<file path="src/rtl/apb_pkg.sv">
// Shared APB types for the request bridge: bus widths, queued request record, FSM states.
package apb_pkg;

  localparam int unsigned APB_ADDR_W = 16;
  localparam int unsigned APB_DATA_W = 32;

  typedef struct packed {
    logic        write;
    logic [15:0] addr;
    logic [31:0] data;
  } apb_req_t;

  typedef enum logic [1:0] {
    IDLE,
    SETUP,
    ACCESS
  } apb_state_e;

endpackage

</file>
<file path="src/rtl/apb_master_bridge_if.sv">
// Local request/response handshake plus APB bus of the bridge; master = bridge side.
interface apb_master_bridge_if;
  import apb_pkg::*;

  logic                  req_valid;
  logic                  req_ready;
  logic                  req_write;
  logic [APB_ADDR_W-1:0] req_addr;
  logic [APB_DATA_W-1:0] req_wdata;
  logic                  rsp_valid;
  logic                  rsp_write;
  logic [APB_DATA_W-1:0] rsp_rdata;
  logic                  busy;
  logic [APB_ADDR_W-1:0] PAddr;
  logic [APB_DATA_W-1:0] PWData;
  logic                  PWrite;
  logic                  PSel;
  logic                  PEnable;
  logic [APB_DATA_W-1:0] PRData;

  modport master (
    input  req_valid, req_write, req_addr, req_wdata, PRData,
    output req_ready, rsp_valid, rsp_write, rsp_rdata, busy,
           PAddr, PWData, PWrite, PSel, PEnable
  );

  modport slave (
    output req_valid, req_write, req_addr, req_wdata, PRData,
    input  req_ready, rsp_valid, rsp_write, rsp_rdata, busy,
           PAddr, PWData, PWrite, PSel, PEnable
  );

endinterface

</file>
<file path="src/rtl/apb_req_fifo.sv">
// Request FIFO; pointers carry one extra wrap bit to tell full from empty.
module apb_req_fifo
  import apb_pkg::*;
#(
  parameter int unsigned DEPTH = 4
) (
  input  logic     clk,
  input  logic     Rst,
  input  logic     push_i,
  input  logic     pop_i,
  input  apb_req_t wdata_i,
  output apb_req_t rdata_o,
  output logic     full_o,
  output logic     empty_o
);

  localparam int unsigned AW = $clog2(DEPTH);

  logic [AW:0] wr_ptr_q, wr_ptr_d;
  logic [AW:0] rd_ptr_q, rd_ptr_d;
  apb_req_t    mem_q [DEPTH];
  logic        do_push;
  logic        do_pop;

  assign full_o  = (wr_ptr_q[AW] != rd_ptr_q[AW]) && (wr_ptr_q[AW-1:0] == rd_ptr_q[AW-1:0]);
  assign empty_o = (wr_ptr_q == rd_ptr_q);
  assign rdata_o = mem_q[rd_ptr_q[AW-1:0]];

  // Push is gated on the registered full flag only, so a same-cycle pop never frees a slot.
  assign do_push = push_i && !full_o;
  assign do_pop  = pop_i && !empty_o;

  always_comb begin
    wr_ptr_d = wr_ptr_q;
    rd_ptr_d = rd_ptr_q;
    if (do_push) wr_ptr_d = wr_ptr_q + 1'b1;
    if (do_pop)  rd_ptr_d = rd_ptr_q + 1'b1;
  end

  always_ff @(posedge clk or negedge Rst) begin
    if (!Rst) begin
      wr_ptr_q <= '0;
      rd_ptr_q <= '0;
    end else begin
      wr_ptr_q <= wr_ptr_d;
      rd_ptr_q <= rd_ptr_d;
    end
  end

  always_ff @(posedge clk) begin
    if (do_push) mem_q[wr_ptr_q[AW-1:0]] <= wdata_i;
  end

endmodule

</file>
<file path="src/rtl/apb_master_bridge.sv">
// Queues local requests and replays them as fixed two-cycle APB transfers with a response pulse.
module apb_master_bridge
  import apb_pkg::*;
#(
  parameter int unsigned DEPTH = 4
) (
  input  logic                clk,
  input  logic                Rst,
  apb_master_bridge_if.master bus
);

  apb_state_e            state_q, state_d;
  logic [APB_ADDR_W-1:0] paddr_q, paddr_d;
  logic [APB_DATA_W-1:0] pwdata_q, pwdata_d;
  logic                  pwrite_q, pwrite_d;
  logic                  psel_q, psel_d;
  logic                  penable_q, penable_d;
  logic                  rsp_valid_q, rsp_valid_d;
  logic                  rsp_write_q, rsp_write_d;
  logic [APB_DATA_W-1:0] rsp_rdata_q, rsp_rdata_d;

  apb_req_t push_req;
  apb_req_t head;
  logic     fifo_full;
  logic     fifo_empty;
  logic     pop;

  assign push_req = '{write: bus.req_write, addr: bus.req_addr, data: bus.req_wdata};

  apb_req_fifo #(.DEPTH(DEPTH)) u_fifo (
    .clk     (clk),
    .Rst     (Rst),
    .push_i  (bus.req_valid),
    .pop_i   (pop),
    .wdata_i (push_req),
    .rdata_o (head),
    .full_o  (fifo_full),
    .empty_o (fifo_empty)
  );

  always_comb begin
    state_d     = state_q;
    paddr_d     = paddr_q;
    pwdata_d    = pwdata_q;
    pwrite_d    = pwrite_q;
    psel_d      = psel_q;
    penable_d   = penable_q;
    rsp_valid_d = 1'b0;
    rsp_write_d = rsp_write_q;
    rsp_rdata_d = rsp_rdata_q;
    pop         = 1'b0;

    unique case (state_q)
      IDLE: begin
        psel_d    = 1'b0;
        penable_d = 1'b0;
        if (!fifo_empty) begin
          pop       = 1'b1;
          paddr_d   = head.addr;
          pwdata_d  = head.data;
          pwrite_d  = head.write;
          psel_d    = 1'b1;
          state_d   = SETUP;
        end
      end
      SETUP: begin
        penable_d = 1'b1;
        state_d   = ACCESS;
      end
      ACCESS: begin
        rsp_valid_d = 1'b1;
        rsp_write_d = pwrite_q;
        rsp_rdata_d = pwrite_q ? '0 : bus.PRData;
        penable_d   = 1'b0;
        // Chain straight into the next SETUP so PSel never drops between queued transfers.
        if (!fifo_empty) begin
          pop      = 1'b1;
          paddr_d  = head.addr;
          pwdata_d = head.data;
          pwrite_d = head.write;
          psel_d   = 1'b1;
          state_d  = SETUP;
        end else begin
          psel_d  = 1'b0;
          state_d = IDLE;
        end
      end
      default: begin
        psel_d    = 1'b0;
        penable_d = 1'b0;
        state_d   = IDLE;
      end
    endcase
  end

  always_ff @(posedge clk or negedge Rst) begin
    if (!Rst) begin
      state_q     <= IDLE;
      paddr_q     <= '0;
      pwdata_q    <= '0;
      pwrite_q    <= 1'b0;
      psel_q      <= 1'b0;
      penable_q   <= 1'b0;
      rsp_valid_q <= 1'b0;
      rsp_write_q <= 1'b0;
      rsp_rdata_q <= '0;
    end else begin
      state_q     <= state_d;
      paddr_q     <= paddr_d;
      pwdata_q    <= pwdata_d;
      pwrite_q    <= pwrite_d;
      psel_q      <= psel_d;
      penable_q   <= penable_d;
      rsp_valid_q <= rsp_valid_d;
      rsp_write_q <= rsp_write_d;
      rsp_rdata_q <= rsp_rdata_d;
    end
  end

  assign bus.req_ready = !fifo_full;
  assign bus.busy      = (state_q != IDLE) || !fifo_empty;
  assign bus.PAddr     = paddr_q;
  assign bus.PWData    = pwdata_q;
  assign bus.PWrite    = pwrite_q;
  assign bus.PSel      = psel_q;
  assign bus.PEnable   = penable_q;
  assign bus.rsp_valid = rsp_valid_q;
  assign bus.rsp_write = rsp_write_q;
  assign bus.rsp_rdata = rsp_rdata_q;

endmodule

</file>
<file path="src/flat_wrapper.sv">
// flat-port wrapper written by rule: the top's interface ports become plain ports
module apb_master_bridge_flat import apb_pkg::*;
#(
  parameter int unsigned DEPTH = 4
)
  (clk, Rst, bus_req_valid, bus_req_write, bus_req_addr, bus_req_wdata, bus_PRData, bus_req_ready, bus_rsp_valid, bus_rsp_write, bus_rsp_rdata, bus_busy, bus_PAddr, bus_PWData, bus_PWrite, bus_PSel, bus_PEnable);
  apb_master_bridge_if bus_i ();
  input  logic clk;
  input  logic Rst;
  input wire logic [$bits(bus_i.req_valid)-1:0] bus_req_valid;
  input wire logic [$bits(bus_i.req_write)-1:0] bus_req_write;
  input wire logic [$bits(bus_i.req_addr)-1:0] bus_req_addr;
  input wire logic [$bits(bus_i.req_wdata)-1:0] bus_req_wdata;
  input wire logic [$bits(bus_i.PRData)-1:0] bus_PRData;
  output wire logic [$bits(bus_i.req_ready)-1:0] bus_req_ready;
  output wire logic [$bits(bus_i.rsp_valid)-1:0] bus_rsp_valid;
  output wire logic [$bits(bus_i.rsp_write)-1:0] bus_rsp_write;
  output wire logic [$bits(bus_i.rsp_rdata)-1:0] bus_rsp_rdata;
  output wire logic [$bits(bus_i.busy)-1:0] bus_busy;
  output wire logic [$bits(bus_i.PAddr)-1:0] bus_PAddr;
  output wire logic [$bits(bus_i.PWData)-1:0] bus_PWData;
  output wire logic [$bits(bus_i.PWrite)-1:0] bus_PWrite;
  output wire logic [$bits(bus_i.PSel)-1:0] bus_PSel;
  output wire logic [$bits(bus_i.PEnable)-1:0] bus_PEnable;
  assign bus_i.req_valid = bus_req_valid;
  assign bus_i.req_write = bus_req_write;
  assign bus_i.req_addr = bus_req_addr;
  assign bus_i.req_wdata = bus_req_wdata;
  assign bus_i.PRData = bus_PRData;
  assign bus_req_ready = bus_i.req_ready;
  assign bus_rsp_valid = bus_i.rsp_valid;
  assign bus_rsp_write = bus_i.rsp_write;
  assign bus_rsp_rdata = bus_i.rsp_rdata;
  assign bus_busy = bus_i.busy;
  assign bus_PAddr = bus_i.PAddr;
  assign bus_PWData = bus_i.PWData;
  assign bus_PWrite = bus_i.PWrite;
  assign bus_PSel = bus_i.PSel;
  assign bus_PEnable = bus_i.PEnable;
  apb_master_bridge #(.DEPTH(DEPTH)) u_core (.clk(clk), .Rst(Rst), .bus(bus_i));
endmodule
</file>
<file path="config.mk">
export PLATFORM = sky130hd
export DESIGN_NAME = apb_master_bridge_flat
export DESIGN_NICKNAME = d
export VERILOG_FILES = /design/src/rtl/apb_pkg.sv /design/src/rtl/apb_master_bridge_if.sv /design/src/rtl/apb_req_fifo.sv /design/src/rtl/apb_master_bridge.sv /design/src/flat_wrapper.sv
export SDC_FILE = /design/constraint.sdc
export NUM_CORES = 1
export LEC_CHECK = 0
export ABC_AREA = 0
export BUFFER_PORTS_ARGS = -buffer_cell sky130_fd_sc_hd__buf_2
export CORE_AREA = 2 2 168 170
export DETAILED_ROUTE_END_ITERATION = 10
export DIE_AREA = 0 0 170 172
export MAX_ROUTING_LAYER = met4
export PLACE_DENSITY = 0.63
export REMOVE_ABC_BUFFERS = 1
export SYNTH_ARGS = -nofsm -noshare
export SYNTH_HDL_FRONTEND = slang
export SYNTH_SLANG_ARGS = --single-unit
</file>
<file path="constraint.sdc">
create_clock -name clk -period 3.78 [get_ports clk]
set_input_delay 0.378 -clock clk [delete_from_list [all_inputs] [get_ports clk]]
set_output_delay 0.378 -clock clk [all_outputs]
set_load 0.01 [all_outputs]
</file>
* After elaboration in Yosys (flattened, before gate mapping) *
Memory sizes are Yosys's and may differ from the RTL's. A register that Yosys moved wholly into a read port is not among the register bits.
Index checks and enable logic that the tools add are counted.

cells by class
  add/sub/neg operators = 2
  equal/unequal tests = 6
  mux-type cells = 11
  bitwise logic cells = 1
  reductions and logical operators = 11

operator list
  operator                                                                number
  32-bit two-way mux                                                      1
  1-bit two-way mux                                                       7
  3-bit by 1-bit adder with 3-bit output (second input constant)          2
  2-bit one-hot mux with 3 select lines                                   1
  3-bit equality test                                                     1
  1-bit logical AND                                                       3
  1-bit zero test                                                         3
  2-bit by 1-bit equality test with 1-bit output (second input constant)  1
  2-bit equality test                                                     1
  2-bit equality test (second input constant)                             1
  2-bit zero test                                                         1
  2-bit two-way mux                                                       1
  2-bit inequality test (second input constant)                           1
  1-bit one-hot mux with 2 select lines                                   1
  2-bit AND reduction                                                     1
  2-bit nonzero test                                                      1
  2-bit OR reduction                                                      1
  1-bit logical OR                                                        1
  1-bit inequality test                                                   1
  1-bit inverter                                                          1

storage, ports and cells
  flip-flop bits (word level) = 44
  RAM bits = 196
  input port bits = 84
  output and inout bits = 87
  memories = 1

memory list
  name                 depth  width  rd ports  clocked after memory_dff  wr ports  line                RTL
  u_core.u_fifo.mem_q  4      49     1         1                         1         apb_req_fifo.sv:21  apb_req_t mem_q [DEPTH];

* Logic depth before layout (Yosys ltp) *
  depth in word-level cells = 6
  mapped depth = 5
  mapped depth without buffers = 4

* Hierarchy *
From an unflattened synthesis, not the netlist that was laid out.

unflattened totals
  cell total of the unflattened synthesis = 527
  area total of the unflattened synthesis = 11,128.2 um^2

by module, submodules not included
  module             times used  cells each  area each (um^2)
  apb_req_fifo       1           305         7,576.0
  apb_master_bridge  1           222         3,552.2

* Worst setup path before layout *
OpenSTA, ideal clock, no wires.

  kind = register to register
  from = register u_core.u_fifo.rd_ptr_q[1]
  to = memory u_core.u_fifo.mem_q[3][0] (netlist name) (enable)
  library setup time = 488 ps
  data arrival time = 3,515 ps
  required time = 3,292 ps
  path slack = -223 ps
  stages on the path, launching flop included = 4
  buffers on the path = 1
  period minus slack after synthesis = 4,003 ps
  cell sequence = dfrtp_1 buf_2 xnor2_2 a31oi_1

between the ends
  longest elaborated chain between the ends = 6

RTL lines
  item                                     line                RTL
  start, declared                          apb_req_fifo.sv:20  logic [AW:0] rd_ptr_q, rd_ptr_d;
  start signal, assigned                   apb_req_fifo.sv:46  rd_ptr_q <= rd_ptr_d;
  2-bit equality test                      apb_req_fifo.sv:25  assign full_o = (wr_ptr_q[AW] != rd_ptr_q[AW]) && (wr_ptr_q[AW-1:0] == rd_ptr_q[AW-1:0]);
  1-bit logical AND                        apb_req_fifo.sv:25
  1-bit zero test                          apb_req_fifo.sv:30  assign do_push = push_i && !full_o;
  1-bit logical AND                        apb_req_fifo.sv:30
  1-bit two-way mux                        apb_req_fifo.sv:51  if (do_push) mem_q[wr_ptr_q[AW-1:0]] <= wdata_i;
  1-bit two-way mux (not written as such)  apb_req_fifo.sv:51
  end, declared                            apb_req_fifo.sv:21

Every way passes these cells.

* Worst setup path in the final report *
  from = register u_core.u_fifo.wr_ptr_q[1]
  to = memory u_core.u_fifo.mem_q[0][19] (netlist name) (enable)

between the ends
  longest elaborated chain between the ends = 6

RTL lines
  item                                     line                RTL
  start, declared                          apb_req_fifo.sv:19  logic [AW:0] wr_ptr_q, wr_ptr_d;
  start signal, assigned                   apb_req_fifo.sv:45  wr_ptr_q <= wr_ptr_d;
  2-bit equality test                      apb_req_fifo.sv:25
  1-bit logical AND                        apb_req_fifo.sv:25
  1-bit zero test                          apb_req_fifo.sv:30
  1-bit logical AND                        apb_req_fifo.sv:30
  1-bit two-way mux                        apb_req_fifo.sv:51
  1-bit two-way mux (not written as such)  apb_req_fifo.sv:51

Parallel ways exist; a longest one is shown, timed or not.

==> summary.md <==
| Metric | Value |
|---|---|
| Status | `complete, no violations` |
| Row cnt | `61` |
| Vias in the first global route | `~5,800` |
| Number of max-cap violations | `0` |
| Die height | `172 microns` |
| H-tree level count | `1` |
| Cells after Synth | `roughly 550` |
| Commonest cells after routing, fill and taps aside | `196 x edfxtp_1, 169 x buf_2, 91 x dfrtp_1` |
| Cts repair resizes | `0` |
| Startpoint Class | `register` |
| Distinct cells, synth | `25` |
| WP data required | `4.02 ns` |
| Final min period | `roughly 2.5 ns` |
| DP HPWL | `about 13,000 microns` |
| Final cell count without fillers | `1,105` |
| Tot GR Track Use | `between 15 and 20%` |
| DRT antenna net count | `0` |
| Initial antenna violation count | `4` |
| Fin nets | `just over 800` |
| Worst slew margin | `approximately a quarter` |
| Yosys reg bits | `about 290` |
| Clk Latency, worst-skew pair | `around 0.55 ns` |
| Dominant cell type by area after synthesis | `edfxtp_1` |
| First-pass GRT wire length | `around 33,000 microns` |
| Post-synthesis compound-gate area fraction | `between 1.5 and 2%` |
| Cell Pwr Density | `between 800 and 900 mW/mm^2` |
| WS Path Type | `reg2reg` |
| CTS Buf Count | `30` |
| Hold Path Class | `in2async` |
| Hold Buf Count CTS | `0` |
| Worst Skew | `0.0137 ns` |
| Drt wl/cell | `between 15 and 20 microns` |
| Starting Density | `about two fifths` |
| Final Hold Vio Count | `0` |
| Synth top area share | `between 50% and 60%` |
| Crit-path max FO | `27` |
| Core ar. | `0.0275 sq mm` |
| Fin crit share | `between 60 and 70%` |
| Synth area leaders | `edfxtp_1 55%, dfrtp_1 22%, mux4_2 10%` |
| Unrepaired setup endpoints after global routing | `false` |
| Achievable Freq | `~410 MHz` |
| Pre-CTS WS | `1.28 ns` |
| Largest family of logic cells by synthesized area | `multiplexers` |
| Sink Count | `289` |
| Post-synthesis mux area share | `approximately 16%` |
| Synth Area in XOR/XNOR | `less than 1%` |
| DRT Wirelength | `about 22,000 microns` |
| Vias | `5,527` |
| First-iteration detailed-routing DRC count | `slightly above 300` |
| Root Buffer Master | `clkbuf_16` |
| Postcts setup bufs | `0` |
| Cell area after synthesis | `roughly 0.011 sq mm` |
| PnR worst setup slack | `1.32 ns` |
| Placed Cells | `1,045` |
| P&R area growth vs syn | `21.2%` |
| Warnings, synthesis | `0` |
| Simple-gate portion of the synthesized area | `around 3.5%` |
| Max Slew Vio Count | `0` |
| Mean Syn Cell Area | `19.8 sq um` |
| Share of cells above drive strength 1 | `between 30% and 40%` |
| TritonCTS clock tree | `yes` |
| Final setup violation count | `0` |
| Ports | `about 170` |
| GP Congestion | `between 0.8 and 0.9` |
| Vias per cell | `5.00` |
| Die Wd | `170 microns` |
| Area share of fa/ha/maj cells after synthesis | `less than 1%` |
| Total gr overflow | `0` |
| Largest net degree at the start of global routing | `80` |
| Clock tree buffer depth | `3` |
| Slew of the pin with the lowest slew margin | `1.12 ns` |
| CP arrival | `2.70 ns` |
| Die area | `approximately 0.029 sq mm` |
| Dpl cell area | `between 0.01 and 0.015 sq mm` |
| Initial DRT Pass Iterations | `4` |
| Commonest non-fill, non-tap cell in the layout | `edfxtp_1` |
| Register area share after synthesis | `76.2%` |
| Port bufs | `170` |
| Fillers | `around 2,300` |
| Design area | `around 0.013 sq mm` |
| P_leak | `between 5 and 6 nW` |
| Critical path capture point type | `register` |
| Clock Pin Slew Worst Setup and Hold Paths | `~0.060 ns` |
| Number of remaining DRC errors | `0` |
| Peak supply drop | `0.456 mV` |
## where the power goes
| group | leakage, nW | internal (mW) | total, mW | switching [mW] |
|---|---|---|---|---|
| Clock | 0.481 | 1.73 | 2.89 | 1.16 |
| Sequential | 2.93 | 4.42 | 4.82 | 0.401 |
| Combinational | 1.60 | 1.59 | 3.45 | 1.85 |
| Total | 5.01 | 7.74 | 11.2 | 3.42 |
## worst max-delay path: stages (launching register included)
cell and delay, ns:
dfrtp_1 0.45, xnor2_2 0.25, a31oi_1 0.43, and2_2 0.72
buf_12 0.29
## per-layer routing
metal | wire length (microns) | GRT usage [%]
met1 | 9360 | 18.9
met2 | 10200 | 25.2
met3 | 1610 | 4.30
met4 | 365 | 3.27
met5 | 0 | -
## path summary, 6_finish.rpt
| check | startpoint | end | slack, ns | cells past startpoint |
|---|---|---|---|---|
| max reg2reg | u_core.u_fifo.wr_ptr_q[1]$_DFFE_PN0N_ | u_core.u_fifo.mem_q[0][19]$_DFFE_PP_ | 1.32 | 4 |
| max in group asynchronous | Rst | u_core.bus.PWData[19]$_DFFE_PN0P_ | 2.81 | 2 |
| min in group clk | bus_req_addr[1] | u_core.u_fifo.mem_q[0][33]$_DFFE_PP_ | 0.05 | 1 |
| min | Rst | u_core.bus.rsp_rdata[22]$_DFFE_PN0P_ | 0.02 | 1 |
| min reg2reg | u_core.bus.PSel$_DFFE_PN0N_ | u_core.bus.PSel$_DFFE_PN0N_ | 0.48 | 1 |
| max | u_core.u_fifo.wr_ptr_q[1]$_DFFE_PN0N_ | u_core.u_fifo.mem_q[0][19]$_DFFE_PP_ | 1.32 | 4 |
## synth_stat cells
library cell and n:
edfxtp_1 196, dfrtp_1 93, mux4_2 49, mux2_1 47, nand2_1 33, nand2b_1 33
o21ai_0 32, clkbuf_1 15, buf_2 7, buf_4 5, ha_1 5, inv_1 5
mux2_2 5, xor2_1 4, and2_1 3, a31oi_1 2, nor2b_1 2, xnor2_1 2
xnor2_2 2, a21o_1 1, a311oi_1 1, a31oi_4 1, nand3_1 1, nand4_1 1
nor2_1 1
## logic make-up (layout without fill, tap and decap cells)
family,Yosys count,in the layout
other,0,4
muxes,101,101
xor gates and xnor gates,8,8
DFF,289,289
AOI/OAI and AO/OA,37,37
buffers and inverters,32,241
adders and majority gates,5,5
and+or+nand+nor,74,74
## registers in the layout, indices dropped and copies added, names as in the netlist, 2 cells and up
register and cells:
u_core.u_fifo.mem_q 196, u_core.bus.PWData 32, u_core.u_fifo.wr_ptr_q 3, u_core.u_fifo.rd_ptr_q 3, u_core.bus.rsp_rdata 32, u_core.state_q 2
u_core.bus.PAddr 16
## area by class of cell
cell class / count / area [sq um] / share of cell area [%]
antenna: 4 / 10.0 / 0.0766
clock buffer: 38 / 822 / 6.29
tap: 346 / 433 / 3.31
inverter: 5 / 18.8 / 0.144
sequential: 289 / 8220 / 62.9
timing repair buffer: 180 / 966 / 7.39
multi-input combinational: 225 / 2440 / 18.7
clock inverter: 18 / 161 / 1.23
## per-stage QoR
step	setup TNS, ns	total power, mW	utilization (%)	hold slack [ns]
final	0	11.2	47.6	0.0187
after global routing	0	11.8	47.6	0.0306
after CTS	0	11.4	47.5	0.0186
after detailed placement	0	8.44	44.0	0.466
after global placement	0	8.30	44.0	0.459
after floorplan	-219.99	7.10	-	0.0824
(Power assumes the default switching activity.)
